$ cat src/rtl/anc_lms_update.sv
// LMS coefficient updater for the ANC FIR filter: captures one reference/error
// sample pair per Synch rise, shifts the reference delay line and streams every adapted weight.
module anc_lms_update #(
    parameter int TAPS      = 8,
    parameter int TAPS_LOG2 = 3,
    parameter int MU_SHIFT  = 4
) (
    input  logic                 Clk_100M,
    input  logic                 Reset,
    input  logic                 UpdateEN,
    input  logic                 Synch,
    input  logic signed [10:0]   RefIn,
    input  logic signed [10:0]   ErrIn,
    output logic signed [10:0]   WzOut,
    output logic [TAPS_LOG2-1:0] WzIdx,
    output logic                 WzValid,
    output logic                 Busy,
    output logic                 Overrun
);

    typedef enum logic [1:0] {
        IDLE,
        SHIFT,
        UPD
    } state_t;

    localparam logic [TAPS_LOG2-1:0] LAST_IDX = TAPS_LOG2'(TAPS - 1);

    state_t                state;
    logic                  synch_d;
    logic                  sample_edge;
    logic signed [10:0]    xr;
    logic signed [10:0]    er;
    logic signed [10:0]    x_line [TAPS];
    logic signed [10:0]    w      [TAPS];
    logic [TAPS_LOG2-1:0]  idx;

    logic signed [21:0]    prod;
    logic signed [21:0]    delta;
    logic signed [22:0]    sum;
    logic signed [10:0]    sat;

    assign sample_edge = Synch & ~synch_d;
    assign Busy        = (state != IDLE);

    // One tap of the LMS datapath; the 23-bit sum cannot overflow before clamping.
    always_comb begin
        prod  = 22'(er) * 22'(x_line[idx]);
        delta = prod >>> MU_SHIFT;
        sum   = 23'(w[idx]) + 23'(delta);
        sat   = sum[10:0];
        if (sum > 23'sd1023) begin
            sat = 11'sd1023;
        end else if (sum < -23'sd1024) begin
            sat = -11'sd1024;
        end
    end

    always_ff @(posedge Clk_100M or posedge Reset) begin
        if (Reset) begin
            state   <= IDLE;
            synch_d <= 1'b0;
            xr      <= '0;
            er      <= '0;
            idx     <= '0;
            WzOut   <= '0;
            WzIdx   <= '0;
            WzValid <= 1'b0;
            Overrun <= 1'b0;
            for (int k = 0; k < TAPS; k++) begin
                x_line[k] <= '0;
                w[k]      <= '0;
            end
        end else begin
            synch_d <= Synch;
            WzValid <= 1'b0;
            // Any sample edge that finds the sequencer busy is dropped, including the return cycle.
            if (sample_edge && state != IDLE) begin
                Overrun <= 1'b1;
            end
            case (state)
                IDLE: begin
                    if (sample_edge) begin
                        xr    <= RefIn;
                        er    <= ErrIn;
                        state <= SHIFT;
                    end
                end
                SHIFT: begin
                    for (int k = TAPS - 1; k > 0; k--) begin
                        x_line[k] <= x_line[k-1];
                    end
                    x_line[0] <= xr;
                    idx       <= '0;
                    state     <= UPD;
                end
                UPD: begin
                    if (UpdateEN) begin
                        w[idx] <= sat;
                        WzOut  <= sat;
                    end else begin
                        WzOut  <= w[idx];
                    end
                    WzIdx   <= idx;
                    WzValid <= 1'b1;
                    if (idx == LAST_IDX) begin
                        state <= IDLE;
                    end else begin
                        idx <= idx + TAPS_LOG2'(1);
                    end
                end
                default: state <= IDLE;
            endcase
        end
    end

endmodule
$ cat config.mk
export PLATFORM = sky130hd
export DESIGN_NAME = anc_lms_update
export DESIGN_NICKNAME = d
export VERILOG_FILES = /design/src/rtl/anc_lms_update.sv
export SDC_FILE = /design/constraint.sdc
export NUM_CORES = 1
export LEC_CHECK = 0
export ABC_CLOCK_PERIOD_IN_PS = 10600
export CORE_ASPECT_RATIO = 0.6
export CORE_MARGIN = 1
export CORE_UTILIZATION = 45
export CTS_BUF_LIST = sky130_fd_sc_hd__clkbuf_16
export DETAILED_ROUTE_END_ITERATION = 16
export PLACE_DENSITY = 0.59
export RECOVER_POWER = 100
export SYNTH_ARGS = -nofsm -noshare
export SYNTH_HDL_FRONTEND = slang
export SYNTH_SLANG_ARGS = --single-unit
export TNS_END_PERCENT = 5
$ cat constraint.sdc
create_clock -name Clk_100M -period 10.6 [get_ports Clk_100M]
set_clock_uncertainty 0.2 [all_clocks]
set_input_delay 2.65 -clock Clk_100M [delete_from_list [all_inputs] [get_ports Clk_100M]]
set_output_delay 2.65 -clock Clk_100M [all_outputs]
set_load 0.02 [all_outputs]
==> results.json <==
{
  "rows": 51,
  "path_clk_slew_ns": 0.07,
  "max_freq_ghz": 0.100,
  "grt_max_degree": 141,
  "cp_common_cell": "fa_1",
  "root_buffer": "clkbuf_16",
  "status": "finished with violations",
  "cts_buffer_depth": 3,
  "slowest_delay_ns": 0.59,
  "worstHoldEndpoint": "x_line[78]",
  "finalSetupViolCount": 0,
  "track_usage_pct": 24.0,
  "grt_first_pass_wirelength_mm": 63.5,
  "final_hold_viol_count": 0,
  "critPathMaxFanout": 19,
  "violations": "capacitance limit, slew limit",
  "synthCells": 1650,
  "post-route-util_pct": 50.4,
  "post-route-min-period_ns": 9.99,
  "io-pin-count": 43,
  "wirelength_mm": 38.8,
  "cts.sinks": 220,
  "synthArstFlopShare_pct": 100,
  "worstPathRequired_ns": 10.75,
  "htreeDepth": 1,
  "dieArea_sq_um": 33800,
  "syn_to_final_growth_pct": 9.94,
  "antenna_left": 0,
  "cts-buffers-inserted": 21,
  "ys.flop_type": "dfrtp_1",
  "clk_latency_ns": 0.52,
  "hp-class": "reg -> reg",
  "final-instance-count-excl-fill": 2089,
  "cts_tree": "done",
  "fp.coreArea_sq_um": 32500,
  "fp.dieW_microns": 237,
  "worstMarginPinSlew_ns": 5.30,
  "arrival_ns": 10.15,
  "synth_area_per_cell_sq_um": 9.02,
  "slowest_stage": "dfrtp_1",
  "die_h_microns": 143,
  "num-nets-final": 1862,
  "drc_errors": 0,
  "numPortBuffers": 42,
  "fin_area_sq_um": 16400,
  "nFillCells": 3022,
  "place_congestion": 0.854,
  "vias": 11300,
  "synth_cell_types": 54,
  "drtIter0Drc": 1060,
  "final_common_cell": "nand2_1",
  "place_inst": 2048,
  "drv_cap": 4,
  "startpoint_type": "register",
  "worstReg2RegStart": "idx[0]",
  "post_dp_cell_area_sq_um": 15700,
  "syn_area_sq_um": 14900,
  "cp_num_buf_inv": 7,
  "grt_pass1_vias": 11100,
  "path_delay_family": "adder cells",
  "drt_first_pass_iters": 5,
  "finalCritPeriodShare_pct": 94.3,
  "syn_nets": 1860,
  "hold_buffers": 0,
  "hold_depth": 2,
  "r2r_end": "w[49]",
  "wl_per_cell_microns": 18.6,
  "hpwlAfterDp_mm": 27.9,
  "mostFrequentLayoutCells": "nand2_1, dfrtp_1, inv_1",
  "drive_above_1_share_pct": 5.41,
  "path_class": "reg -> reg",
  "antenna_found_initial": 0,
  "regToRegSetupSlack_ns": 0.61,
  "worstHoldStart": "xr[1]",
  "final_max_slew_viol_count": 336,
  "cp-end-kind": "register",
  "relSlewSlack_pct": -253,
  "ys_ff_latch": 220,
  "grt_overflow_total": 0,
  "routed_via_density": 5.39,
  "yosysSeqAreaShare_pct": 37.0,
  "antenna_cells": 0,
  "synth_enable_flop_cells": 0,
  "r2r_cells": 33,
  "ys_warn_count": 0,
  "initial_utilization_pct": 45.8
}
[Yosys cell counts (all sizes together), types with 3 or more instances]
library cell / count / area, sq um
nand2: 451 / 1690
dfrtp: 220 / 5510
inv: 169 / 634
o21ai: 120 / 601
fa: 117 / 2340
a22oi: 84 / 631
clkbuf: 81 / 304
ha: 67 / 838
nor2: 36 / 135
nor2b: 33 / 206
xnor2: 30 / 263
a21oi: 28 / 140
and2: 22 / 138
mux2: 22 / 248
nand4: 18 / 113
nand2b: 14 / 87.6
a21o: 13 / 97.6
a211oi: 12 / 90.1
nor3: 11 / 55.1
and3: 8 / 50.1
a22o: 7 / 61.3
o21a: 7 / 52.6
buf: 6 / 23.8
o211ai: 6 / 45.0
nand3: 5 / 25.0
or2: 5 / 31.3
a221oi: 4 / 35.0
nor3b: 4 / 30.0
o211a: 4 / 40.0
o21bai: 4 / 30.0
o31ai: 4 / 30.0
xor2: 4 / 35.0
a211o: 3 / 26.3
a31oi: 3 / 18.8
o2bb2ai: 3 / 26.3
o41ai: 3 / 33.8
or3: 3 / 18.8
[logic make-up (layout without fill, tap and decap cells)]
logic type	after synthesis	in the layout	synth area share [%]
multiplexers	23	23	1.73
buffers and inverters	258	273	6.51
AND/OR/NAND/NOR	615	615	17.7
adder cells (fa/ha/maj)	184	184	21.4
AO/OA/AOI/OAI	316	316	13.8
flip-flops	220	220	37.0
XOR/XNOR	34	34	2.00
[worst min-delay path, cell delays in order (launching register included)]
cell	delay, ns
dfrtp_1	0.34
nand2_1	0.05
nand2_1	0.05
[registers in the layout, indices dropped and copies added, names as in the netlist]
register / flops
WzOut: 11
synch_d: 1
idx: 3
WzValid: 1
xr: 11
er: 11
Overrun: 1
w: 88
x_line: 88
state: 2
WzIdx: 3
[how the worst max path moves through the flow]
stage,from,to,cells past startpoint
after floorplan,idx[1],w[11],33
after global placement,idx[0],w[86],31
after detailed placement,idx[0],w[51],31
after CTS,idx[0],w[51],31
after global routing,idx[0],w[68],30
final,idx[0],w[49],33
[through the flow]
step           setup slack (ns)  setup TNS [ns]  hold slack (ns)
2_1_floorplan              1.60               0            0.235
3_3_place_gp              0.849               0            0.247
3_5_place_dp              0.576               0            0.255
4_1_cts                   0.501               0            0.268
5_1_grt                 -0.0479          -0.171            0.294
6_report                  0.606               0            0.265
[layer usage]
metal  GRT usage, %  wire length (microns)  vias up
met5              0                      0        -
met4           3.96                    384        0
met3           4.83                   2530       35
met2           33.0                  15600      323
met1           38.6                  20200     5493
li1               -                      -     5411
[cell type report]
class / count / area (sq um) / area share, %
inverter: 171 / 642 / 3.92
clock inverter: 15 / 97.6 / 0.596
multi-input combinational: 1172 / 8480 / 51.8
clock buffer: 21 / 526 / 3.21
timing repair buffer: 66 / 587 / 3.58
tap: 424 / 531 / 3.24
sequential: 220 / 5510 / 33.6
[what timing repair did]
action / 4_1_cts / 5_1_grt
buffers inserted: 0 / 5
setup endpoints to repair: 0 / 77
gates resized for setup: 0 / 8
Power is not shown: default switching activity piles up to over one toggle a cycle in this logic, so the estimate is an artifact.
